`src/rtl/analog_rx.sv`:
```
// analog_rx: accepts a spin vector, strobes the analog macro load, holds start for a programmable
// number of cycles, then raises a sticky compute-finish level until the next vector is accepted.
module analog_rx #(
   parameter int num_spin            = 256,
   parameter int counter_bitwidth    = 8,
   parameter int default_cmpt_cycles = 16
) (
   input  logic                        clk_i,
   input  logic                        rst_i,
   input  logic                        en_i,
   input  logic                        rx_configure_enable_i,
   input  logic [counter_bitwidth-1:0] cmpt_cycles_i,
   input  logic                        spin_valid_i,
   output logic                        spin_ready_o,
   input  logic [num_spin-1:0]         spin_i,
   output logic [num_spin-1:0]         spin_o,
   output logic                        analog_macro_load_o,
   output logic                        analog_macro_start_o,
   output logic                        analog_macro_cmpt_finish_o,
   output logic                        analog_rx_idle_o
);
   typedef enum logic [1:0] {IDLE, LOAD, CMPT} state_t;
   localparam logic [counter_bitwidth-1:0] ONE = counter_bitwidth'(1);
   state_t                      r_state, w_state_nxt;
   logic [counter_bitwidth-1:0] r_cnt, w_cnt_nxt, r_cmpt_cycles, r_n;
   logic [num_spin-1:0]         r_spin;
   logic                        r_finish, w_finish_nxt, w_hs, w_idle;
   assign w_idle                     = r_state == IDLE;
   assign spin_ready_o               = en_i && w_idle;
   assign w_hs                       = spin_valid_i && spin_ready_o;
   assign spin_o                     = r_spin;
   assign analog_macro_load_o        = r_state == LOAD;
   assign analog_macro_start_o       = r_state == CMPT;
   assign analog_macro_cmpt_finish_o = r_finish;
   assign analog_rx_idle_o           = w_idle;
   always_comb begin
      w_state_nxt  = r_state;
      w_cnt_nxt    = r_cnt;
      w_finish_nxt = r_finish;
      if (!en_i) begin
         w_state_nxt  = IDLE;
         w_cnt_nxt    = '0;
         w_finish_nxt = 1'b0;
      end else begin
         case (r_state)
            IDLE: if (w_hs) begin
               w_state_nxt  = LOAD;
               w_finish_nxt = 1'b0;
            end
            LOAD: begin
               w_state_nxt = CMPT;
               w_cnt_nxt   = ONE;
            end
            CMPT: if (r_cnt >= r_n) begin
               w_state_nxt  = IDLE;
               w_cnt_nxt    = '0;
               w_finish_nxt = 1'b1;
            end else w_cnt_nxt = r_cnt + ONE;
            default: w_state_nxt = IDLE;
         endcase
      end
   end
   // A config strobe coinciding with the handshake is already in r_cmpt_cycles when LOAD samples it.
   always_ff @(posedge clk_i or posedge rst_i) begin
      if (rst_i) begin
         r_state       <= IDLE;
         r_cnt         <= '0;
         r_finish      <= 1'b0;
         r_spin        <= '0;
         r_n           <= ONE;
         r_cmpt_cycles <= counter_bitwidth'(default_cmpt_cycles);
      end else begin
         r_state  <= w_state_nxt;
         r_cnt    <= w_cnt_nxt;
         r_finish <= w_finish_nxt;
         if (w_hs) r_spin <= spin_i;
         if (en_i && rx_configure_enable_i && w_idle) r_cmpt_cycles <= cmpt_cycles_i;
         if (en_i && r_state == LOAD) r_n <= (r_cmpt_cycles == '0) ? ONE : r_cmpt_cycles;
      end
   end
endmodule

```
`config.mk`:
```
export PLATFORM = sky130hd
export DESIGN_NAME = analog_rx
export DESIGN_NICKNAME = d
export VERILOG_FILES = /design/src/rtl/analog_rx.sv
export SDC_FILE = /design/constraint.sdc
export NUM_CORES = 1
export LEC_CHECK = 0
export ABC_AREA = 0
export BUFFER_PORTS_ARGS = -buffer_cell sky130_fd_sc_hd__buf_2
export CAP_MARGIN = 20
export CORE_AREA = 2 2 205 207
export CTS_BUF_LIST = sky130_fd_sc_hd__clkbuf_16
export DETAILED_ROUTE_END_ITERATION = 16
export DIE_AREA = 0 0 207 209
export PLACE_DENSITY = 0.59
export SYNTH_ARGS = -nofsm -noshare
export SYNTH_HDL_FRONTEND = slang
export SYNTH_SLANG_ARGS = --single-unit
```
`constraint.sdc`:
```
create_clock -name clk_i -period 11 [get_ports clk_i]
set_clock_uncertainty 0.05 [all_clocks]
set_input_delay 1.1 -clock clk_i [delete_from_list [all_inputs] [get_ports clk_i]]
set_output_delay 1.1 -clock clk_i [all_outputs]
set_load 0.05 [all_outputs]
```
; Word level (Yosys, flattened, before mapping)
; Cells that the tools add are included.
; Widths: inputs -> output; s select.
[classes]
n_mux = 12
order_cmp = 1
eq_ne = 6
mul = 0
div_mod_pow = 0
shifts = 0
addsub = 1
n_reduce_logical = 9
n_bitwise = 0
[ops]
columns = cell, count
row1 = $mux 8, 3
row2 = $pmux 8 s2, 1
row3 = $add 8x1->8 const B, 1
row4 = $ge 8x8->1, 1
row5 = $logic_not 8->1, 1
row6 = $mux 2, 3
row7 = $ne 3x1->1 const B, 2
row8 = $pmux 2 s3, 1
row9 = $logic_and 1x1->1, 5
row10 = $mux 1, 3
row11 = $ne 3x2->1 const B, 1
row12 = $ne 3x3->1 const B, 1
row13 = $reduce_and 3->1, 1
row14 = $eq 2x1->1 const B, 1
row15 = $eq 2x2->1 const B, 1
row16 = $logic_not 2->1, 1
row17 = $pmux 1 s2, 1
row18 = $reduce_and 2->1, 1
[word_totals]
mem_bits_ro = 0
output_inout_bits = 261
latchBits = 0
n_memories = 0
wordCells = 35
mem_bits_rw = 0
regBits = 283

; Logic depth before layout (Yosys ltp)
[depth]
ltp_word = 6
depth_mapped = 8

; Least setup slack after synthesis
; OpenSTA, ideal clock, no wires.
[synth_path]
path_type = reg2out
from = reg r_state[0]
to = out spin_ready_o
slack_ps = 8211
stages_incl_launch_ff = 3
n_path_buf = 0
t_arrival_ps = 1639
cell_sequence = dfrtp_1 -> nor2_1 -> and2_1
[synth_between]
elab_chain_cells = 2
[synth_rtl]
columns = element, line_no
row1 = "start, declared", 24  ; state_t r_state, w_state_nxt;
row2 = "start signal, assigned", 73  ; r_state <= w_state_nxt;
row3 = $logic_not 2->1, 28  ; assign w_idle = r_state == IDLE;
row4 = via analog_rx_idle_o, 20  ; output logic analog_rx_idle_o
row5 = $logic_and 1x1->1, 29  ; assign spin_ready_o = en_i && w_idle;
row6 = "end, declared", 14  ; output logic spin_ready_o,
; The timed path passes the listed nets, and every way through them passes these cells.

; Final worst setup path
[layout_path]
from = in en_i
to = reg r_spin[235], in the netlist spin_o[235]
[layout_between]
elab_chain_cells = 2
[layout_rtl]
columns = element, line_no
row1 = "start, declared", 10  ; input logic en_i,
row2 = $logic_and 1x1->1, 29
row3 = $logic_and 1x1->1, 30  ; assign w_hs = spin_valid_i && spin_ready_o;
row4 = "end signal, assigned", 76  ; if (w_hs) r_spin <= spin_i;
row5 = "end, declared", 26  ; logic [num_spin-1:0] r_spin;
; Every way passes these cells.
; A chain may end at the register's enable or synchronous reset.

==> Flow_metrics.wiki <==
{| class="wikitable"
! Metric !! Value
|-
| Remaining global-route overflow || 0
|-
| Number of buffers and inverters on the critical path || 3
|-
| Hold Path Class || flip-flop to flip-flop
|-
| Design internal power || roughly 0.0023 W
|-
| Number of unique standard cell types used by synthesis || 33
|-
| Most frequent cells in the layout || sky130_fd_sc_hd__buf_2, sky130_fd_sc_hd__dfrtp_1, sky130_fd_sc_hd__mux2_2
|-
| Post-CTS Hold Fix Bufs || 0
|-
| Number of port buffers || about 530
|-
| Achievable Freq || 257 MHz
|-
| Die Outline Area || roughly 43000 µm²
|-
| Post-route cell area || about 15000 µm²
|-
| Power density relative to cell area || roughly 260 nW/µm²
|-
| Worst IR Drop VDD || approximately 140 µV
|-
| Cell at the root of the clock tree || sky130_fd_sc_hd__clkbuf_16
|-
| Arr. time, crit path || about 4.3 ns
|-
| Vertical die dimension || 209 µm
|-
| Endpoints failing hold || 0
|-
| Critical path required time || around 11 ns
|-
| Most frequent cell on the critical path || sky130_fd_sc_hd__buf_4
|-
| Width of the die || just over 200 µm
|-
| Total length of routed wires || between 20000 and 30000 µm
|-
| Share of synthesized area occupied by flip-flops and latches || between 60% and 70%
|-
| Static Leakage || 7.32 nW
|-
| Slew Limit Fails || 0
|-
| Global-route wire length before repair || between 40000 and 50000 µm
|-
| Number of DRC violations after detailed routing || 0
|-
| Antenna violations before repair || 1
|-
| Type of the worst setup path || input port to flip-flop
|-
| Netlist area before placement || approximately 11000 µm²
|-
| RSZ-0062 raised after global routing || false
|-
| Tcrit/Tclk final || ~35%
|-
| Number of nets in the synthesized netlist || approximately 940
|-
| Largest incremental delay on the critical path || slightly below 0.8 ns
|-
| Post-placement cell area || approximately 14000 µm²
|-
| Critical Path Fanout Max || 70
|-
| Sum of negative setup slack || 0 ns
|-
| Actual slew at the worst max-slew pin || between 0.9 and 1 ns
|-
| Signed area change from the synthesized netlist to the final layout || 37.5%
|-
| Cell at the slowest stage of the critical path || sky130_fd_sc_hd__buf_4
|-
| Final setup vio count || 0
|-
| YS warnings || 0
|-
| Post-synth top area cell || sky130_fd_sc_hd__dfrtp_1
|-
| CTS clk-pin slew, worst paths || 0.06 ns
|-
| Largest buffer count on any clock path || 3
|-
| HPWL Detailed || 20900 µm
|-
| H-tree levels || 2
|-
| Most frequent standard cell in the layout excluding fill and tap cells || sky130_fd_sc_hd__buf_2
|-
| Sequential group share of total power || 35.8%
|-
| CP cell instances || buf_2 > and3_4 > buf_4 > buf_4 > mux2_2
|-
| Post-layout nets || around 1500
|-
| Slew HR || 38.4%
|-
| Switch share || roughly two fifths
|-
| Filler instances || slightly above 4000
|-
| Tmin final || ~3.9 ns
|-
| Combinational group share of total power || 37.8%
|-
| Vias in the first global route || ~8000
|-
| Post-synthesis cell count || ~670
|-
| Setup Buffers After CTS || 0
|-
| Post-cts resize count || 0
|-
| Floorplan row count || 75
|-
| Synth top area cells || sky130_fd_sc_hd__dfrtp_1, sky130_fd_sc_hd__mux2_2, sky130_fd_sc_hd__buf_6
|-
| Top cell type's share of synthesized area || between 60% and 70%
|-
| Gpl congestion || between 0.7 and 0.8
|-
| Number of sinks handled by clock tree synthesis || approximately 280
|-
| Vias after detailed routing || approximately 7500
|-
| Cell class contributing the biggest share of worst-path delay || buffers and inverters
|-
| Maximum number of pins on one net before global-route repair || 101
|-
| Nature of the critical path endpoint || flip-flop
|-
| Number of max-capacitance violations reported || 0
|-
| Number of buffers inserted during clock tree synthesis || 34
|-
| Crit path launch type || input port
|-
| 1st-iter DRT viols || approximately 300
|-
| Mean post-synth cell area || roughly 17 µm²
|-
| Run status || completed
|-
| #FFs+latches synth || 283
|-
| Clock latency of the later-clocked register in the worst-skew pair || approximately 0.52 ns
|-
| Pre-Repair DR Iteration Count || 4
|-
| Power spent charging and discharging nets || around 0.0016 W
|-
| TritonCTS clock tree || done
|-
| Core outline area || 41300 µm²
|-
| Initial core utilization || 26.6%
|-
| Wire per inst || ~16 µm
|-
| Avg Vias per Cell || 4.26
|-
| Overall track demand over capacity in global routing || 12.7%
|-
| Clock network power share || around a quarter
|-
| Remaining number of nets flagged by the antenna check after routing || 0
|-
| Ratio of cells with drive above 1 in the final layout || 68.2%
|-
| I/O Pins || between 500 and 600
|}
==> per-layer routing <==
metal / share of wire [%] / vias up / global-route usage [%]
met5: 0 / - / 0
met4: 2.3 / 0 / 4.85
met3: 8.1 / 48 / 4.21
met2: 50 / 308 / 21.3
met1: 40 / 3726 / 15.1
li1: - / 3449 / -
==> worst register-to-register path, delay by kind of cell, from the launching register on <==
kind	cells	cell delay (ns)
DFF	1	0.39
and+or+nand+nor	2	1.01
muxes	1	0.52
buffers and inverters	2	1.72
==> power by group through the flow <==
stage                     combinational, W  clock (W)  sequential, W
after floorplan                   0.000324          0        0.00224
after global placement             0.00150          0        0.00143
after detailed placement           0.00151          0        0.00144
after CTS                          0.00151    0.00109        0.00142
after global routing               0.00156    0.00113        0.00146
final                              0.00150    0.00105        0.00142
==> sequential cells by signal, summed over array words and instances, names as in the netlist <==
name                        count
r_cmpt_cycles                   8
r_cnt                           8
analog_macro_cmpt_finish_o      1
r_state                         2
r_n                             8
spin_o                        256
==> per-stage QoR <==
step | power, W | hold slack [ns] | util (%) | setup WS (ns) | std cells
2_1_floorplan | 0.00256 | 0.410 | - | 2.05 | 665
3_5_place_dp | 0.00295 | 0.419 | 34.0 | 6.56 | 1707
4_1_cts | 0.00402 | 0.432 | 36.5 | 7.13 | 1767
6_report | 0.00396 | 0.427 | 36.6 | 7.10 | 1769
3_3_place_gp | 0.00293 | 0.414 | 34.0 | 6.61 | 1707
5_1_grt | 0.00415 | 0.452 | 36.6 | 6.89 | 1769
==> cell usage after synthesis <==
cell / n
sky130_fd_sc_hd__dfrtp_1: 281
sky130_fd_sc_hd__and4_1: 1
sky130_fd_sc_hd__nor3_1: 1
sky130_fd_sc_hd__buf_2: 4
sky130_fd_sc_hd__nor2_1: 8
sky130_fd_sc_hd__nand4_1: 1
sky130_fd_sc_hd__nor4_1: 1
sky130_fd_sc_hd__a31oi_4: 1
sky130_fd_sc_hd__a2111o_1: 1
sky130_fd_sc_hd__or2_2: 1
sky130_fd_sc_hd__nor2b_1: 2
sky130_fd_sc_hd__dfstp_2: 2
sky130_fd_sc_hd__mux2_1: 20
sky130_fd_sc_hd__a221o_1: 1
sky130_fd_sc_hd__nand3_1: 5
sky130_fd_sc_hd__and2_1: 1
sky130_fd_sc_hd__nand2b_1: 4
sky130_fd_sc_hd__nor3b_1: 1
sky130_fd_sc_hd__a21o_1: 4
sky130_fd_sc_hd__o21ai_2: 1
sky130_fd_sc_hd__ha_1: 9
sky130_fd_sc_hd__buf_6: 24
sky130_fd_sc_hd__inv_1: 12
sky130_fd_sc_hd__a21oi_1: 2
sky130_fd_sc_hd__o21ai_0: 4
sky130_fd_sc_hd__nand3b_1: 2
sky130_fd_sc_hd__a22o_1: 6
sky130_fd_sc_hd__mux2_2: 251
sky130_fd_sc_hd__buf_4: 3
sky130_fd_sc_hd__o2111ai_1: 1
sky130_fd_sc_hd__and3_1: 5
sky130_fd_sc_hd__nand2_1: 4
sky130_fd_sc_hd__clkbuf_1: 1
==> path summary, 6_finish.rpt <==
path                       cells after the start       start  slack [ns]          end
min reg2reg                                    1  spin_o[52]        0.43   spin_o[52]
min                                            1  spin_o[52]        0.43   spin_o[52]
min in group asynchronous                      2       rst_i        0.66   spin_o[89]
max reg2reg                                    5  r_state[0]        7.20  spin_o[235]
max                                            5        en_i        7.10  spin_o[235]
max in group asynchronous                      4       rst_i        8.26  spin_o[183]
==> cell families after synthesis <==
logic type | count (synthesis) | share of synthesized area, %
mux | 271 | 27.8
compound gates | 21 | 1.57
simple gates | 37 | 1.82
flops | 283 | 64.5
fa+ha+maj | 9 | 1.03
buf+inv | 44 | 3.29
==> area by class of cell <==
type,count,area (µm²),area share (%)
antenna,1,2.50,0.0166
clock buffer,35,876,5.80
clock inverter,25,169,1.12
inverter,12,52.6,0.348
multi-input combinational,338,3540,23.5
sequential,283,7080,46.9
tap,539,674,4.47
timing repair buffer,536,2700,17.9
(Power assumes the default switching activity.)
